[config.mk]
export PLATFORM = sky130hd
export DESIGN_NAME = adder_sequencer_flat
export DESIGN_NICKNAME = d
export VERILOG_FILES = /design/src/rtl/adder_sequencer_if.sv /design/src/rtl/adder_sequencer.sv /design/src/flat_wrapper.sv
export SDC_FILE = /design/constraint.sdc
export NUM_CORES = 1
export LEC_CHECK = 0
export CORE_ASPECT_RATIO = 0.7
export CORE_MARGIN = 2
export CORE_UTILIZATION = 45
export CTS_BUF_LIST = sky130_fd_sc_hd__clkbuf_16
export DETAILED_ROUTE_END_ITERATION = 8
export HOLD_SLACK_MARGIN = 0.06
export MAX_ROUTING_LAYER = met4
export PLACE_DENSITY = 0.72
export SKIP_LAST_GASP = 1
export SLEW_MARGIN = 20
export SYNTH_ARGS = -nofsm -noshare
export SYNTH_HDL_FRONTEND = slang
export SYNTH_HIERARCHICAL = 1
export SYNTH_SLANG_ARGS = --single-unit
[constraint.sdc]
create_clock -name clk -period 3 [get_ports clk]
set_clock_uncertainty 0.15 [all_clocks]
set_input_delay 0.3 -clock clk [delete_from_list [all_inputs] [get_ports clk]]
set_output_delay 0.3 -clock clk [all_outputs]
set_load 0.005 [all_outputs]
[src/rtl/adder_sequencer_if.sv]
// Ready/valid operand and result bundle for adder_sequencer.
// The master side is the producer/consumer pair; the slave side is the sequencer.
interface adder_sequencer_if #(
    parameter int unsigned W = 16
) ();
    logic         in_valid;
    logic         in_ready;
    logic [W-1:0] a;
    logic [W-1:0] b;
    logic         c_in;
    logic         out_valid;
    logic         out_ready;
    logic [W-1:0] sum;
    logic         c_out;

    modport master (
        output in_valid, a, b, c_in, out_ready,
        input  in_ready, out_valid, sum, c_out
    );

    modport slave (
        input  in_valid, a, b, c_in, out_ready,
        output in_ready, out_valid, sum, c_out
    );
endinterface

[src/rtl/adder_sequencer.sv]
// Wide adder built from one N-bit adder_n reused over CHUNKS clocks, LSB chunk first,
// with the ripple carry held in a register between chunks.
module adder_n #(
    parameter int unsigned N = 4
) (
    input  logic [N-1:0] i_a,
    input  logic [N-1:0] i_b,
    input  logic         i_c,
    output logic [N-1:0] o_sum,
    output logic         o_c
);
    assign {o_c, o_sum} = {1'b0, i_a} + {1'b0, i_b} + {{N{1'b0}}, i_c};
endmodule

module adder_sequencer #(
    parameter int unsigned N      = 4,
    parameter int unsigned CHUNKS = 4
) (
    input  logic             clk,
    input  logic             rst,
    adder_sequencer_if.slave bus
);
    localparam int unsigned   W         = N * CHUNKS;
    localparam int unsigned   CW        = (CHUNKS > 1) ? $clog2(CHUNKS) : 1;
    localparam logic [CW-1:0] LastChunk = CW'(CHUNKS - 1);

    typedef enum logic [1:0] {StIdle, StBusy, StDone} state_e;

    state_e        r_state;
    state_e        w_state_d;
    logic [CW-1:0] r_cnt;
    logic [CW-1:0] w_cnt_d;
    logic          r_carry;
    logic          w_carry_d;
    logic          r_c_out;
    logic          w_c_out_d;
    logic [W-1:0]  r_a;
    logic [W-1:0]  w_a_d;
    logic [W-1:0]  r_b;
    logic [W-1:0]  w_b_d;
    logic [W-1:0]  r_sum;
    logic [W-1:0]  w_sum_d;

    logic [31:0]   w_shift;
    logic [N-1:0]  w_a_chunk;
    logic [N-1:0]  w_b_chunk;
    logic [N-1:0]  w_add_sum;
    logic          w_add_c;
    logic [W-1:0]  w_chunk_mask;
    logic [W-1:0]  w_chunk_sum;

    // Chunk k occupies bits [k*N +: N] of the operands and the sum.
    assign w_shift      = N * 32'(r_cnt);
    assign w_a_chunk    = N'(r_a >> w_shift);
    assign w_b_chunk    = N'(r_b >> w_shift);
    assign w_chunk_mask = W'({N{1'b1}}) << w_shift;
    assign w_chunk_sum  = W'(w_add_sum) << w_shift;

    adder_n #(
        .N(N)
    ) u_adder (
        .i_a  (w_a_chunk),
        .i_b  (w_b_chunk),
        .i_c  (r_carry),
        .o_sum(w_add_sum),
        .o_c  (w_add_c)
    );

    always_comb begin
        w_state_d = r_state;
        w_cnt_d   = r_cnt;
        w_carry_d = r_carry;
        w_c_out_d = r_c_out;
        w_a_d     = r_a;
        w_b_d     = r_b;
        w_sum_d   = r_sum;
        case (r_state)
            StIdle: begin
                if (bus.in_valid) begin
                    w_a_d     = bus.a;
                    w_b_d     = bus.b;
                    w_carry_d = bus.c_in;
                    w_sum_d   = '0;
                    w_cnt_d   = '0;
                    w_state_d = StBusy;
                end
            end
            StBusy: begin
                w_sum_d   = (r_sum & ~w_chunk_mask) | w_chunk_sum;
                w_carry_d = w_add_c;
                if (r_cnt == LastChunk) begin
                    w_c_out_d = w_add_c;
                    w_state_d = StDone;
                end else begin
                    w_cnt_d = r_cnt + 1'b1;
                end
            end
            StDone: begin
                if (bus.out_ready) begin
                    w_cnt_d   = '0;
                    w_state_d = StIdle;
                end
            end
            default: begin
                w_state_d = StIdle;
            end
        endcase
    end

    always_ff @(posedge clk or posedge rst) begin
        if (rst) begin
            r_state <= StIdle;
            r_cnt   <= '0;
            r_carry <= 1'b0;
            r_c_out <= 1'b0;
            r_a     <= '0;
            r_b     <= '0;
            r_sum   <= '0;
        end else begin
            r_state <= w_state_d;
            r_cnt   <= w_cnt_d;
            r_carry <= w_carry_d;
            r_c_out <= w_c_out_d;
            r_a     <= w_a_d;
            r_b     <= w_b_d;
            r_sum   <= w_sum_d;
        end
    end

    // Handshake outputs decode state only, so nothing combinational reaches in_ready.
    assign bus.in_ready  = (r_state == StIdle);
    assign bus.out_valid = (r_state == StDone);
    assign bus.sum       = r_sum;
    assign bus.c_out     = r_c_out;
endmodule
[src/flat_wrapper.sv]
// flat-port wrapper written by rule: the top's interface ports become plain ports
module adder_sequencer_flat 
#(
    parameter int unsigned N      = 4,
    parameter int unsigned CHUNKS = 4
)
  (clk, rst, bus_in_valid, bus_a, bus_b, bus_c_in, bus_out_ready, bus_in_ready, bus_out_valid, bus_sum, bus_c_out);
  adder_sequencer_if bus_i ();
  input  logic clk;
  input  logic rst;
  input wire logic [$bits(bus_i.in_valid)-1:0] bus_in_valid;
  input wire logic [$bits(bus_i.a)-1:0] bus_a;
  input wire logic [$bits(bus_i.b)-1:0] bus_b;
  input wire logic [$bits(bus_i.c_in)-1:0] bus_c_in;
  input wire logic [$bits(bus_i.out_ready)-1:0] bus_out_ready;
  output wire logic [$bits(bus_i.in_ready)-1:0] bus_in_ready;
  output wire logic [$bits(bus_i.out_valid)-1:0] bus_out_valid;
  output wire logic [$bits(bus_i.sum)-1:0] bus_sum;
  output wire logic [$bits(bus_i.c_out)-1:0] bus_c_out;
  assign bus_i.in_valid = bus_in_valid;
  assign bus_i.a = bus_a;
  assign bus_i.b = bus_b;
  assign bus_i.c_in = bus_c_in;
  assign bus_i.out_ready = bus_out_ready;
  assign bus_in_ready = bus_i.in_ready;
  assign bus_out_valid = bus_i.out_valid;
  assign bus_sum = bus_i.sum;
  assign bus_c_out = bus_i.c_out;
  adder_sequencer #(.N(N), .CHUNKS(CHUNKS)) u_core (.clk(clk), .rst(rst), .bus(bus_i));
endmodule
==> results.txt <==
The worst setup path is launched from a register. The number of inserted diodes is 0. The logs give 0 for the number of setup buffers added after CTS and 2 for the largest buffer count on any clock path. The classification of the worst-slack hold path was register to register.

The die is 96.31 um wide. The post-CTS clock slew at the launch and capture registers of the worst setup and hold paths is 70 ps. The cell area after placement was 3251 um2. For this configuration, the core starts out at a cell density of 46.63%. The number of buffers inserted by hold repair at cts came out at 0. Using the TritonRoute via totals, the vias-per-cell ratio works out to 5.114. Clock tree root driver cell: sky130_fd_sc_hd__clkbuf_16. The die area was 6608 um2; the number of clock buffers inserted by TritonCTS was 5.

The global-route congestion overflow total is 0, and the count of cells along the worst hold path is 1. The congestion estimate from routability-driven global placement came to 0.8006. The fraction of the yosys area taken by sequential cells was 50.35%; the number of filler instances in the final layout was 464.

Required arrival time at the worst endpoint: 3030 ps. Walking the worst path, the cells encountered are mux4_2, fa_1, inv_1, fa_1, nor2b_1, o21ai_0, nand2b_1, mux2_2. For the worst setup path, the data arrival time is 2610 ps. The tools report the category of the worst setup path capture point as a register. Among all cell types in the netlist, the one instantiated most often is sky130_fd_sc_hd__dfrtp_1. Summing over every cut layer, the via total after detailed routing is 1,575.

The tools report the total routing usage reported by global routing as 16.87%. In the final routed layout, each cell accounts on average for 16.50 um. The run gives 4.204 mW as the total power. The final hold violation count was 0; the fraction of synthesis flops using an asynchronous set or reset pin was 100.0%. For this run, the slowest stage of the critical path takes 560 ps. For the number of global-route vias before repair, the log shows 1,586.

The run gives 59.30% as the final core area utilization. Dividing total power by cell area gives a power density of 1232 nW/um2. The placeable core region was 5756 um2; the die outline height was 68.62 um.

Before CTS, the worst setup slack after placement is 400.4 ps. The final worst-path cycle share is 86.06%, and the mean instance size in the synthesized netlist is 15.34 um2. Entering global routing, the biggest net connects 55 pins. The library cell occupying the most area in the post-synthesis netlist was sky130_fd_sc_hd__dfrtp_1. The Yosys step of the flow raised 6 warnings. 56 I/O pins were placed.

The logs give 0 ps for the final sum of negative setup slack and 54 for the sink count of the clock tree. For this run, the top clock speed supported by timing is 0.3873 GHz. The number of enable-type register cells in the synthesized netlist was 0. In this run the worst path has a maximum fanout of 5. Gates resized during post-CTS repair numbered 0. Final hold analysis gives a worst-case slack of 350.0 ps.

Maximum level of the CTS H-tree: 2. Max-slew violation count: 0. After legalization and detailed placement, the total HPWL measured 3651 um.

For the synthesized area, the log shows 2684 um2. Worst relative slew slack: 55.61%. Once placement completed, the tool counted placed cells totaling 300. The leakage power is 1.533 nW.

The flow ran to the end, and the final reports show no timing, DRC or antenna violations. Setup repair after global routing left no endpoint under its margin. For the pin with the worst max-slew slack, the measured transition is 665.9 ps.

The dominant synthesized flop cell was sky130_fd_sc_hd__dfrtp_1. Ranked by total cell area, the synthesized netlist is headed by sky130_fd_sc_hd__dfrtp_1, sky130_fd_sc_hd__mux2_4, sky130_fd_sc_hd__mux4_2. Row generation in the floorplan step produced 23 rows.

The first-pass iteration count of the detailed router was 4; the DRC marker count from the first detailed-route iteration was 44. IR analysis of the VDD net gives a maximum drop of 510.5 uV. The net count after synthesis was 221; the minimum period implied by the final worst setup slack was 2582 ps. The post-route DRC violation count was 0; the proportion of netlist area held by the largest area contributor was 50.35%. Sorting the synthesized cells by how often they occur yields sky130_fd_sc_hd__dfrtp_1, sky130_fd_sc_hd__mux2_4, sky130_fd_sc_hd__a22o_1. The fraction of final layout cells with drive strength greater than 1 was 25.32%; the first-pass GRT wire length was 8045 um.

The run gives 1195 um2 as the area taken by multi-input logic gates. By instance count, the cell type seen most on the critical path is sky130_fd_sc_hd__fa_1. Count of state elements after synthesis: 54. The number of antenna violations at the first check in global routing is 0. The area growth from synthesis to layout is 27.18%. TritonCTS built the clock tree.

The slack of the critical path is 418.2 ps, and the number of max-cap violations is 0. The insertion delay of the later-clocked pin in the worst-skew pair is 290 ps. The net count of the finished layout was 278; the number of nets with antenna violations after detailed routing was 0. The final layout contains routed wiring with a total length of 5081 um. The tools report the final non-filler cell area as 3413 um2. The standard cell with the maximum stage delay on the critical path was sky130_fd_sc_hd__mux4_2.

The number of cells traversed by the worst register-to-register path is 8, and the number of standard cells in the layout, taps in and fillers out is 308. Port buffering added 55 buffers. Count of mapped cells out of synthesis: 175. Setup violations remaining at the end of the flow were counted as 0. Counting distinct cell types in the post-synthesis netlist gives 31. The run gives 1351 um2 as the total area of sequential cells.

The kind of critical path was register to register.
[report_power, final]
group          switching, mW  internal, mW  leakage, nW
Combinational          0.974          1.24        0.786
Sequential             0.264          1.08        0.660
Clock                  0.256         0.388       0.0864
Total                   1.49          2.71         1.53
[layout make-up]
cell class	count	area share, %
clock buffers	5	3.666
clock inverters	3	1.100
inverters	8	0.8798
multi-input cells	104	35.01
flip-flops and latches	54	39.59
well taps	75	2.749
repair buffers	59	17.01
[layout by cell type, fill, tap and decap left out, types with 2 or more instances in the layout]
cell type	instances
sky130_fd_sc_hd__mux4_2	8
sky130_fd_sc_hd__mux2_4	30
sky130_fd_sc_hd__nand2_1	5
sky130_fd_sc_hd__clkdlybuf4s50_1	55
sky130_fd_sc_hd__a22o_1	16
sky130_fd_sc_hd__ha_1	7
sky130_fd_sc_hd__nor3_2	4
sky130_fd_sc_hd__xnor2_1	2
sky130_fd_sc_hd__a21o_1	7
sky130_fd_sc_hd__inv_1	9
sky130_fd_sc_hd__nand2b_1	3
sky130_fd_sc_hd__o21ai_0	2
sky130_fd_sc_hd__clkbuf_16	5
sky130_fd_sc_hd__fa_1	2
sky130_fd_sc_hd__nor2b_1	2
sky130_fd_sc_hd__buf_4	4
sky130_fd_sc_hd__mux2_2	3
sky130_fd_sc_hd__dfrtp_1	54
sky130_fd_sc_hd__a21oi_1	2
[worst paths after layout]
check / from / endpoint / slack (ps)
hold reg to reg: u_core/bus.sum[10] / u_core/bus.sum[10] / 350
min in group asynchronous: rst / u_core/bus.sum[15] / 370
setup reg to reg: u_core/r_cnt[0] / u_core/bus.c_out / 420
setup / recovery: u_core/r_cnt[0] / u_core/bus.c_out / 420
hold / removal: u_core/bus.sum[10] / u_core/bus.sum[10] / 350
max in group asynchronous: rst / u_core/r_b[6] / 1890
[layer usage]
metal	wire (um)	global-route usage [%]	vias up
li1	-	-	749
met1	2701	25.23	774
met2	2084	23.70	46
met3	269	4.239	6
met4	25	2.641	0
met5	0	-	-
[critical path, delay by kind of cell, from the launching register on]
family	cells	cell delay, ps
adder cells (fa/ha/maj)	2	650
flip-flops	1	470
AND/OR/NAND/NOR	2	150
buffers and inverters	1	80
multiplexers	2	830
AO/OA/AOI/OAI	1	140
[cells by family after synthesis]
group | share of synthesized area, %
adder cells (fa/ha/maj) | 4.755
flip-flops | 50.35
AO/OA/AOI/OAI | 9.418
XOR/XNOR | 0.6528
multiplexers | 25.13
buffers and inverters | 5.128
AND/OR/NAND/NOR | 4.569
[registers in the layout, summed over array words and instances (netlist names)]
register,count
u_core/bus.c_out,1
u_core/bus.sum,16
u_core/r_a,16
u_core/r_b,16
u_core/r_carry,1
u_core/r_cnt,2
u_core/r_state,2
(Power assumes the default switching activity.)
